## src/rtl/instr_fetch.sv

```systemverilog
// Fetch stage: in-order imem reads into a prefetch FIFO, presenting current + look-ahead word to decode.
// Accept at t, rvalid at t+1 gives instr_valid at t+2; requests throttle on FIFO space, stall holds the head.
module instr_fetch #(
   parameter int                    ADDR_WIDTH = 16,
   parameter logic [ADDR_WIDTH-1:0] RESET_PC   = '0,
   parameter int                    BUF_DEPTH  = 4
) (
   input  logic                  clk,
   input  logic                  rst_n,
   output logic                  imem_req,
   output logic [ADDR_WIDTH-1:0] imem_addr,
   input  logic                  imem_ready,
   input  logic                  imem_rvalid,
   input  logic [31:0]           imem_rdata,
   input  logic                  redirect,
   input  logic [ADDR_WIDTH-1:0] redirect_pc,
   input  logic                  stall,
   input  logic                  halt,
   output logic [31:0]           Instruction,
   output logic [31:0]           Instruction_next,
   output logic                  instr_valid,
   output logic                  next_valid,
   output logic [ADDR_WIDTH-1:0] instr_pc,
   output logic                  halted
);
   localparam int          PW  = $clog2(BUF_DEPTH);
   localparam int          CW  = PW + 1;
   localparam logic [31:0] NOP = 32'hC800_0000;

   typedef enum logic [1:0] {S_RUN, S_DRAIN, S_HALTED} state_t;

   state_t                r_state;
   logic [ADDR_WIDTH-1:0] r_fetch_pc;
   logic [ADDR_WIDTH-1:0] r_resp_pc;
   logic [CW-1:0]         r_count;
   logic [CW-1:0]         r_outstanding;
   logic [CW-1:0]         r_drop;
   logic [PW-1:0]         r_head;
   logic [PW-1:0]         r_tail;
   logic                  r_halted;
   logic [31:0]           r_buf_word [BUF_DEPTH];
   logic [ADDR_WIDTH-1:0] r_buf_pc   [BUF_DEPTH];

   logic [CW:0]           w_occ;
   logic                  w_run;
   logic                  w_req;
   logic                  w_accept;
   logic                  w_resp;
   logic                  w_push;
   logic                  w_pop;
   logic [CW-1:0]         w_out_nxt;
   logic [PW-1:0]         w_head1;

   // Throttle counts in-flight reads as occupied so a response always finds a free slot.
   assign w_occ     = {1'b0, r_count} + {1'b0, r_outstanding};
   assign w_run     = (r_state == S_RUN) && !redirect && !halt;
   assign w_req     = rst_n && w_run && (w_occ < (CW+1)'(BUF_DEPTH));
   assign w_accept  = w_req && imem_ready;
   assign w_resp    = imem_rvalid && (r_outstanding != '0);
   assign w_push    = w_run && w_resp && (r_drop == '0);
   assign w_pop     = (r_count != '0) && !stall;
   assign w_out_nxt = r_outstanding + CW'(w_accept) - CW'(w_resp);
   assign w_head1   = r_head + PW'(1);

   assign imem_req         = w_req;
   assign imem_addr        = r_fetch_pc;
   assign instr_valid      = (r_count != '0);
   assign next_valid       = (r_count >= CW'(2));
   assign Instruction      = instr_valid ? r_buf_word[r_head]  : NOP;
   assign Instruction_next = next_valid  ? r_buf_word[w_head1] : NOP;
   assign instr_pc         = instr_valid ? r_buf_pc[r_head]    : '0;
   assign halted           = r_halted;

   always_ff @(posedge clk) begin
      if (w_push) begin
         r_buf_word[r_tail] <= imem_rdata;
         r_buf_pc[r_tail]   <= r_resp_pc;
      end
   end

   always_ff @(posedge clk or negedge rst_n) begin
      if (!rst_n) begin
         r_state       <= S_RUN;
         r_fetch_pc    <= RESET_PC;
         r_resp_pc     <= RESET_PC;
         r_count       <= '0;
         r_outstanding <= '0;
         r_drop        <= '0;
         r_head        <= '0;
         r_tail        <= '0;
         r_halted      <= 1'b0;
      end else begin
         r_outstanding <= w_out_nxt;
         case (r_state)
            S_RUN: begin
               if (halt) begin
                  r_state <= S_DRAIN;
                  r_count <= '0;
                  r_head  <= '0;
                  r_tail  <= '0;
                  r_drop  <= '0;
               end else if (redirect) begin
                  // Every read still in flight after this edge belongs to the old path.
                  r_count    <= '0;
                  r_head     <= '0;
                  r_tail     <= '0;
                  r_drop     <= r_outstanding - CW'(w_resp);
                  r_fetch_pc <= redirect_pc;
                  r_resp_pc  <= redirect_pc;
               end else begin
                  if (w_accept)
                     r_fetch_pc <= r_fetch_pc + ADDR_WIDTH'(1);
                  if (w_resp && (r_drop != '0))
                     r_drop <= r_drop - CW'(1);
                  if (w_push) begin
                     r_tail    <= r_tail + PW'(1);
                     r_resp_pc <= r_resp_pc + ADDR_WIDTH'(1);
                  end
                  if (w_pop)
                     r_head <= w_head1;
                  r_count <= r_count + CW'(w_push) - CW'(w_pop);
               end
            end
            S_DRAIN: begin
               r_count <= '0;
               r_head  <= '0;
               r_tail  <= '0;
               r_drop  <= '0;
               if (w_out_nxt == '0) begin
                  r_state  <= S_HALTED;
                  r_halted <= 1'b1;
               end
            end
            default: begin
            end
         endcase
      end
   end

endmodule

```

## config.mk

```make
export PLATFORM = sky130hd
export DESIGN_NAME = instr_fetch
export DESIGN_NICKNAME = d
export VERILOG_FILES = /design/src/rtl/instr_fetch.sv
export SDC_FILE = /design/constraint.sdc
export NUM_CORES = 1
export LEC_CHECK = 0
export BUFFER_PORTS_ARGS = -buffer_cell sky130_fd_sc_hd__buf_2
export CORE_MARGIN = 3
export CORE_UTILIZATION = 40
export DETAILED_ROUTE_END_ITERATION = 6
export HOLD_SLACK_MARGIN = 0.1
export MAX_ROUTING_LAYER = met4
export SYNTH_ARGS = -nofsm -noshare
export SYNTH_HDL_FRONTEND = slang
export SYNTH_SLANG_ARGS = --single-unit
```

## constraint.sdc

```tcl
create_clock -name clk -period 4.2 [get_ports clk]
set_clock_uncertainty 0.15 [all_clocks]
set_input_delay 0.63 -clock clk [delete_from_list [all_inputs] [get_ports clk]]
set_output_delay 0.63 -clock clk [all_outputs]
set_load 0.05 [all_outputs]
```

# Word level (Yosys, flattened, before mapping)
# Memory sizes are Yosys's and may differ from the RTL's.
# Cells that the tools add are included.
[totals]
ff_bits = 48
input_bits = 55
ram_bits = 192
word_cells = 87
memories = 2
[memory_table]
columns = ["name", "words", "word_bits", "read_ports", "rd_clocked_by_memory_dff", "wr", "line", "rtl"]
rows = [
  ["r_buf_word", 4, 32, 2, 0, 1, "41", "logic [31:0] r_buf_word [BUF_DEPTH];"],
  ["r_buf_pc", 4, 16, 1, 0, 1, "42", "logic [ADDR_WIDTH-1:0] r_buf_pc [BUF_DEPTH];"],
]
[op_classes]
reduce_logical = 29
bitwise = 1
n_mux = 27
n_eq_ne = 6
magnitude_cmp = 2
n_addsub = 11
[op_table]
columns = ["operator", "count"]
rows = [
  ["2-to-1 mux 16 bit", 5],
  ["2-to-1 mux 32 bit", 2],
  ["adder 16 x 1 -> 16 bit (second input constant)", 2],
  ["2-to-1 mux 2 bit", 8],
  ["2-to-1 mux 3 bit", 5],
  ["one-hot mux 2 bit (2 select lines)", 3],
  ["one-hot mux 3 bit (2 select lines)", 2],
  ["logical AND 1 bit", 10],
  ["AND reduction 3 bit", 3],
  ["nonzero test 3 bit", 3],
  ["subtractor 3 x 1 -> 3 bit", 3],
  ["!= test 4 bit (second input constant)", 2],
  ["AND reduction 2 bit", 4],
  ["adder 3 x 1 -> 3 bit", 2],
  ["logical NOT 3 bit", 2],
  ["nonzero test 2 bit", 3],
  ["adder 2 x 1 -> 2 bit (second input constant)", 2],
  ["adder 3 x 3 -> 4 bit", 1],
  ["less-than comparator 4 x 3 -> 1 bit (second input constant)", 1],
  ["!= test 2 bit (second input constant)", 2],
  ["!= test 4 x 3 -> 1 bit (second input constant)", 1],
  ["greater-or-equal comparator 3 x 2 -> 1 bit (second input constant)", 1],
  ["logical NOT 1 bit", 3],
  ["subtractor 3 x 1 -> 3 bit (second input constant)", 1],
  ["4 further kinds", 5],
]

# Depth between registers and ports, before layout
# Gate-level depths: netlist of the first run.
[depth]
depth_word = 11
depth_mapped = 15

# Least setup slack after synthesis of the first run
# No wires, ideal clock.
[synth_path]
path_type = "input-to-reg"
from = "input port halt"
to = "register r_state[0]"
setup_slack_ns = 0.586
t_required_ns = 3.918
setup_ns = 0.132
stages = 14
arrival_ns = 3.333
cell_sequence = "or3_4 -> clkbuf_8 -> nor2_1 -> and3_1 -> nand2_1 -> ha_1 -> inv_1 -> ha_1 -> inv_1 -> fa_1 -> xnor2_1 -> xnor2_1 -> nor3_1 -> a21oi_1"
[synth_between]
elab_chain_cells = 10
[synth_rtl]
columns = ["element", "line", "rtl"]
rows = [
  ["start, declared", "18", "input logic halt,"],
  ["logical NOT 1 bit", "56", "assign w_run = (r_state == S_RUN) && !redirect && !halt;"],
  ["logical AND 1 bit", "56", ""],
  ["logical AND 1 bit (2 in a row)", "57", "assign w_req = rst_n && w_run && (w_occ < (CW+1)'(BUF_DEPTH));"],
  ["named net imem_req", "10", "output logic imem_req,"],
  ["logical AND 1 bit", "58", "assign w_accept = w_req && imem_ready;"],
  ["adder 3 x 1 -> 3 bit", "62", "assign w_out_nxt = r_outstanding + CW'(w_accept) - CW'(w_resp);"],
  ["subtractor 3 x 1 -> 3 bit", "62", ""],
  ["named net w_out_nxt[2]", "51", "logic [CW-1:0] w_out_nxt;"],
  ["logical NOT 3 bit", "129", "if (w_out_nxt == '0) begin"],
  ["!= test 2 bit (no line)", "--", ""],
  ["AND reduction 3 bit (no line)", "--", ""],
  ["end signal, assigned", "83", "r_state <= S_RUN;"],
  ["end signal, assigned", "97", "r_state <= S_DRAIN;"],
  ["end signal, assigned", "130", "r_state <= S_HALTED;"],
  ["end, declared", "32", "state_t r_state;"],
]
# The timed path passes the listed nets, and every way through them passes these cells.
# A chain may end at the register's enable or synchronous reset.

# Worst setup path in the final report of the first run
[layout_path]
from = "register r_head[0]"
to = "output port Instruction[24]"
[layout_between]
elab_chain_cells = 2
[layout_rtl]
columns = ["element", "line", "rtl"]
rows = [
  ["start, declared", "38", "logic [PW-1:0] r_head;"],
  ["start signal, assigned", "120", "r_head <= w_head1;"],
  ["memory (4 x 32 bit)", "--", ""],
  ["2-to-1 mux 32 bit", "69", "assign Instruction = instr_valid ? r_buf_word[r_head] : NOP;"],
  ["end, declared", "19", "output logic [31:0] Instruction,"],
]
# Every way passes these cells.

==> impl_results.md, run 1 <==
* Drt total wl at roughly 25000 µm
* DP Cell Count at about 1200
* PD cells at 357 mW/mm²
* Clock-pin slew on the worst setup and hold paths at 0.07 ns
* RSZ-0062 raised after global routing: false
* Max cap viols at 0
* Num rows at 60
* Starting Density at between 40% and 50%
* CTS HTree Levels at 1
* Hold WC Path Type: in2async
* Main combinational cell family by area after synthesis: multiplexers
* Core Region at between 0.02 and 0.03 mm²
* P&R area growth vs syn at 18.0%
* Tot Pwr at ~4.7 mW
* Io pins at 155
* Die H at between 150 and 200 µm
* Post-CTS Setup Repair Bufs at 0
* Max-slew headroom at 32.5%
* Met3 usage at 2.98%
* Global-route wire length before repair at 39300 µm
* Final Wtd Congestion at 0.793
* Outcome: completed
* #FFs+latches synth at 240
* Finished Core Util at 48.6%
* Busiest layer in global routing: met2
* Synthesized instance count at 719
* Synth Cell Area at ~0.011 mm²
* Worst Path Required at around 3.4 ns
* Vias per cell at approximately 5.4
* Initial antenna violation count at 1
* Final worst-path cycle share at 84.8%
* Ys flop type: edfxtp_1
* Routed Antenna Nets at 0
* Mapped Nets at 793
* Sequential-to-total area share from yosys stat at 62.1%
* DR pass1 iterations at 5
* Routed len/inst at slightly below 20 µm
* Comb power frac at under 10%
* Latest clock arrival within the worst-skew pair at 0.52 ns
* Multi-input combinational cell area at approximately 0.004 mm²
* Post-synth EDFFs at approximately 190
* P_int at between 3 and 4 mW
* Reg2Reg Depth at 13
* Crit path cell chain: buf_4 > mux4_2 > nor2b_1 > buf_2
* CTS tree: yes
* Sw power at approximately 950 µW
* Worst VDD drop at approximately 0.27 mV
* Buffers added on ports at roughly 150
* Synth Area in Compound Gates at roughly 5.7%
* Vias in the first global route at between 6000 and 7000
* WP data arrival at 2.78 ns
* Pleak at 4.82 nW
* Endpoints failing hold at 0
* Root Driver: clkbuf_16
* Xor-xnor portion of the synthesized cell area at less than 1%
* Clock Tree Buf Depth at 3
* Largest net degree at the start of global routing at 63
* Layout Nets at approximately 960
* Adder-Cell Fraction of Synth Area at around 2.3%
* GR Util met2 at roughly 26%
* Die area at around 0.030 mm²
* Register area at 0.00697 mm²
* CP endpoint kind: output port
* Multiplexer area fraction after synthesis at around 17%
* Drt first-iter violations at between 600 and 700
* Simple-gate share of the synthesized area at 10.2%
* Fillers at ~2400
* Reg power frac at between 50% and 60%
* Post-CTS Hold Fix Bufs at 0
* Critical path peak fanout at slightly above 60
* Detail Placement HPWL at ~16000 µm
* Slew at the pin closest to its max-slew limit at 1.01 ns
* Num CTS Buffers at 25
* Layout cell share with drive strength beyond 1 at 35.6%
* Clock Power Share at a little over two fifths
* Slowest cell delay on critical path at roughly 1.1 ns
* Non-filler cells, final at 1270
* Fin Setup TNS at 0 ns
* Gr ovfl total at 0
* Die Wd at around 170 µm
* Syn Area/Cell at between 15 and 20 µm²
* Final setup violation count at 0
* Final Critical Period at about 3.6 ns
* CTS sink count at 240
* Switching Fraction at roughly 20%
* Fmax at approximately 280 MHz
* Yosys warns at 0
* # DRC at 0
* Worst Setup Start Kind: flop
* Met1 Use GR at approximately a quarter
* Post-synth cell types at 54
* Total global routing track utilization at roughly 17%
* DR vias at 6872
* Async set-or-reset flop fraction in the synthesized netlist at between 20% and 30%
* Kind of critical path: reg2out
* Worst path slowest cell: dfrtp_4
* Post-CTS resize count at 0
* Fin. max-slew vios at 0
[cell usage after synthesis, drive strengths merged, types with 2 or more instances]
cell | instances | area share (%)
a21oi | 27 | 1.2
nor4 | 3 | 0.17
or3 | 2 | 0.16
nor2b | 76 | 4.2
a21o | 4 | 0.28
a31oi | 3 | 0.17
a32oi | 4 | 0.31
nand4 | 10 | 0.61
and2 | 5 | 0.28
or2 | 6 | 0.33
nor3 | 13 | 0.77
ha | 17 | 1.9
xnor2 | 3 | 0.23
nor2 | 28 | 0.94
o21ai | 28 | 1.2
mux2i | 7 | 0.62
and4 | 3 | 0.23
mux4 | 80 | 16
buf | 21 | 0.97
a31o | 2 | 0.16
mux2 | 2 | 0.20
and3 | 9 | 0.50
a22oi | 5 | 0.33
nand3 | 17 | 0.76
clkbuf | 19 | 0.72
o22ai | 16 | 0.89
edfxtp | 192 | 51
fa | 2 | 0.36
nand2 | 27 | 0.90
o31a | 2 | 0.16
a41o | 2 | 0.18
xor2 | 3 | 0.23
inv | 21 | 0.70
dfrtp | 48 | 11
[worst paths after layout]
path	startpoint	end	slack [ns]
worst max-delay path	r_head[0]	Instruction[24]	0.64
worst min-delay path	rst_n	imem_addr[8]	0.14
worst max register to register	r_outstanding[2]	r_state[0]	0.80
worst min register to register	halted	halted	0.31
max in group asynchronous	rst_n	r_head[1]	3.23
min in group clk	imem_rdata[5]	r_buf_word[1][5]	0.18
[cell families (layout without fill, tap and decap cells)]
logic type,count (synthesis),after routing
AO/OA/AOI/OAI,101,101
buffers and inverters,61,239
AND/OR/NAND/NOR,203,203
other,0,1
XOR/XNOR,6,6
adder cells (fa/ha/maj),19,19
multiplexers,89,89
flip-flops,240,240
[power groups by stage]
stage / clock (mW) / sequential, mW / combinational [mW]
3_3_place_gp: 0 / 2.62 / 0.102
4_1_cts: 2.11 / 2.57 / 0.103
2_1_floorplan: 0 / 2.63 / 0.0285
5_1_grt: 2.21 / 2.57 / 0.114
3_5_place_dp: 0 / 2.62 / 0.103
6_report: 2.06 / 2.57 / 0.102
[metal layers]
metal  wire length (µm)  share of wire (%)
met1              11400                 46
met2              11600                 47
met3               1520                6.1
met4                240               0.97
met5                  0                  0
[stage by stage]
stage	hold slack [ns]	cell area, µm²	setup WS, ns
after floorplan	0.184	11200	0.586
after global placement	0.284	12500	0.699
after detailed placement	0.300	12500	0.588
after CTS	0.157	13200	0.574
after global routing	0.165	13200	0.472
final	0.138	13200	0.640
[cells in the final DEF, fill, tap and decap left out, types with 3 or more instances in the layout]
| cell type | n |
|---|---|
| a21o_1 | 3 |
| a21oi_1 | 27 |
| a22oi_1 | 5 |
| a31oi_1 | 3 |
| a32oi_1 | 4 |
| and2_2 | 4 |
| and3_1 | 9 |
| and4_1 | 3 |
| buf_12 | 3 |
| buf_2 | 154 |
| buf_4 | 18 |
| clkbuf_16 | 25 |
| clkinv_1 | 5 |
| clkinv_2 | 6 |
| clkinvlp_4 | 3 |
| dfrtp_1 | 46 |
| edfxtp_1 | 192 |
| ha_1 | 17 |
| inv_1 | 21 |
| mux2i_1 | 7 |
| mux4_2 | 80 |
| nand2_1 | 27 |
| nand3_1 | 17 |
| nand4_1 | 9 |
| nor2_1 | 28 |
| nor2b_1 | 76 |
| nor3_1 | 9 |
| nor3_2 | 3 |
| nor4_1 | 3 |
| o21ai_0 | 28 |
| o22ai_1 | 16 |
| or2_2 | 6 |
| xnor2_1 | 3 |
| xor2_1 | 3 |
[state kept, by name, indices dropped and copies added, names as in the netlist]
signal,flops
halted,1
r_state,2
r_tail,2
r_drop,3
imem_addr,16
r_buf_pc,64
r_resp_pc,16
r_outstanding,3
r_count,3
r_buf_word,128
r_head,2
[layout make-up]
cell class	count	share of cell area [%]
Timing Repair Buffer	175	7.29
Antenna cell	1	0.0189
Sequential cell	240	52.7
Tap cell	372	3.51
Multi-Input combinational cell	418	30.2
Inverter	21	0.595
Clock buffer	27	4.93
Clock inverter	16	0.831
[worst max-delay path, delay by kind of cell (launching register included)]
family	cells	cell delay, ns
buf+inv	2	0.68
flops	1	1.07
mux	1	0.34
simple gates	1	0.16
No activity file was read; power rests on OpenSTA's default activity.
==> inputs of run 2 (changes only) <==
ABC_AREA = 1   (was default)
clock period = 3.4 ns   (was 4.2 ns; I/O delays follow)
==> run 2 against run 1 <==
Compared with the run above: sequential power grew 25%; total power increased by 38%; critical path depth up 1; critical path type unchanged.
==> impl_results.md, run 2 <==
* Worst Hold Launch: redirect_pc[8]
* Most frequent cells in the layout: nand2_1, edfxtp_1, nor2_1
* Comb power frac at ~4.7%
* Root Driver: clkbuf_16
* CP bufs+invs at 3
* Cell taking the most area after synthesis: edfxtp_1
* Commonest non-fill, non-tap cell in the layout: nand2_1
* Starting Density at 41.2%
* Post-synth cell types at 39
* Reg power frac at 49.1%
* Setup Slack @ Placement at approximately 0.49 ns
* CTS tree: yes
* Diodes inserted at 0
* Hold WC Path Type: in2reg
* Buffers added on ports at 154
* PnR worst setup slack at between 0.2 and 0.25 ns
* Pleak at 5.79 nW
* Reg-to-reg endpoint: r_state[0]
* Ys flop type: edfxtp_1
* #FFs+latches synth at 240
* Drt total wl at just over 30000 µm
* Sw power at around 1.3 mW
* Hold depth at 3
* CP delay by family, top: buffers and inverters
* R2R Path Start: r_outstanding[2]
* Fmax at 315 MHz
* Die H at between 150 and 200 µm
* Routed len/inst at about 17 µm
* Reg with most FFs: r_buf_word
* Slew at the pin closest to its max-slew limit at 0.656 ns
* Reg2Reg Depth at 15
* WP data arrival at about 2.5 ns
* Highest Signal Layer: met4
* Mapped Nets at roughly 1300
* CTS sink count at 240
* Synth top area share at about half
* Synth area leaders: edfxtp_1, dfrtp_1, nand2_1, nor2_1, o21ai_0
* Async set-or-reset flop fraction in the synthesized netlist at ~20%
* Clock Power Share at between 40% and 50%
* P&R area growth vs syn at 21.9%
* Global-route wire length before repair at 47600 µm
* Worst Path Required at around 2.7 ns
* Kind of critical path: reg2out
* Layout Nets at roughly 1500
* M1 WL at approximately 13000 µm
* Synthesized instance count at around 1200
* Core Region at between 0.02 and 0.03 mm²
* Fin. max-slew vios at 0
* Crit path cell chain: inv_2 > buf_4 > o21ai_0 > a21oi_1 > buf_2
* Post-synth EDFFs at roughly 190
* Initial antenna violation count at 0
* Synth Cell Area at 0.0116 mm²
* RSZ-0062 raised after global routing: false
* Clock-pin slew on the worst setup and hold paths at 0.06 ns
* Num rows at slightly above 60
* # DRC at 0
* Slowest cell delay on critical path at 0.63 ns
* Top-count cell post-synth: nand2_1
* DR vias at 9430
* Flop2flop setup slack at 0.50 ns
* Design area at ~0.014 mm²
* Io pins at between 150 and 200
* DR WL met3 at between 2000 and 2500 µm
* CP endpoint kind: output port
* Max-slew headroom at 56.2%
* Yosys warns at 0
* Vias per cell at between 5 and 6
* Largest regs: r_buf_word: 128 flops, r_buf_pc: 64 flops
* Detail Placement HPWL at roughly 19000 µm
* PD cells at approximately 460 mW/mm²
* Layout cell share with drive strength beyond 1 at roughly 17%
* CTS HTree Levels at 1
* Synth cell count leaders: nand2_1, edfxtp_1, nor2_1, o21ai_0, inv_1
* Vias in the first global route at 9192
* Hold Crit Endpoint: r_resp_pc[8]
* Critical path peak fanout at 24
* Sequential-to-total area share from yosys stat at between 50% and 60%
* Outcome: completed
* Routed Antenna Nets at 0
* Worst path slowest cell: dfrtp_4
* Total global routing track utilization at about a fifth
* Placed inst area at between 0.01 and 0.015 mm²
* Max cap viols at 0
* Final Critical Period at between 3 and 4 ns
* Num CTS Buffers at 27
* Drt first-iter violations at approximately 750
* Final Wtd Congestion at ~0.85
* Latest clock arrival within the worst-skew pair at around 0.53 ns
* Final worst-path cycle share at 93.4%
* Die Wd at approximately 180 µm
* P_int at slightly above 5 mW
* Clock Tree Buf Depth at 3
* Syn Area/Cell at between 9 and 10 µm²
* DR pass1 iterations at 5
* Die area at approximately 0.031 mm²
* Gr ovfl total at 0
* Worst VDD drop at between 0.3 and 0.4 mV
* Switching Fraction at roughly a fifth
* Final setup violation count at 0
* Worst Setup Start Kind: flop
* Met2 routed WL at 14900 µm
* Endpoints failing hold at 0
* Max reg flops at 128
* Largest net degree at the start of global routing at 58
[run 2: cell count changes after synthesis, moves of 46 or more]
cell / delta
o21ai_0: +100
mux4_2: -80
nand2_1: +278
a21oi_1: +46
inv_1: +71
nor2b_1: -76
nor2_1: +146
[run 2: per-stage QoR]
stage	instances	hold WS (ns)	TNS, ns	power (mW)	utilization (%)
3_3_place_gp	1737	0.297	0	3.53	45.7
2_1_floorplan	1243	0.0644	-46.71	3.43	-
6_report	1822	0.139	0	6.53	50.3
5_1_grt	1822	0.153	0	6.77	50.3
3_5_place_dp	1737	0.299	0	3.54	45.7
4_1_cts	1821	0.111	0	6.60	50.2
[run 2: how the worst max path moves through the flow]
stage | start | to | slack (ns) | cells after the start
global placement | r_outstanding[2] | r_state[0] | 0.56 | 15
CTS | r_head[0] | Instruction[9] | 0.05 | 6
finish | r_head[0] | instr_pc[3] | 0.22 | 5
floorplan | halt | r_buf_pc[0][0] | -0.24 | 5
detailed placement | r_count[2] | r_state[0] | 0.49 | 15
global route | r_head[0] | instr_pc[3] | 0.04 | 5
[run 2: kinds of logic (layout without fill, tap and decap cells)]
logic type | Yosys count | after routing | share of synthesized area (%)
buf+inv | 161 | 362 | 5.62
simple gates | 529 | 529 | 18.0
flops | 240 | 240 | 59.8
xor+xnor | 8 | 8 | 0.602
compound gates | 286 | 286 | 13.8
fa+ha+maj | 19 | 19 | 2.17
[run 2: area by class of cell]
cell class | instances | area [µm²]
clock buffers | 34 | 722
clock inverters | 16 | 213
fillers | 2616 | 14000
inverters | 96 | 360
multi-input cells | 842 | 4060
flip-flops and latches | 240 | 6970
well taps | 378 | 473
repair buffers | 216 | 1400
[run 2: metal layers]
metal	vias to the layer above	global-route usage [%]
li1	4599	-
met3	46	2.70
met5	-	-
met1	4432	25.2
met4	0	4.98
met2	353	33.5
[run 2: tightest hold or removal path, delay by kind of cell]
| family | cells | cell delay (ns) |
|---|---|---|
| AO/OA/AOI/OAI | 1 | 0.08 |
| buffers and inverters | 1 | 0.09 |
| AND/OR/NAND/NOR | 1 | 0.09 |
[run 2: power by group through the flow]
stage | Combinational, mW | Sequential, mW | Clock, mW
global route | 0.352 | 3.21 | 3.21
global placement | 0.267 | 3.27 | 0
finish | 0.305 | 3.21 | 3.02
detailed placement | 0.274 | 3.27 | 0
floorplan | 0.166 | 3.26 | 0
CTS | 0.308 | 3.21 | 3.08
[run 2: repair_timing]
action,in CTS,in global routing
hold endpoints to repair,177,0
buffers inserted,0,1
hold buffers,34,0
setup endpoints to repair,0,21
resized for setup,0,2
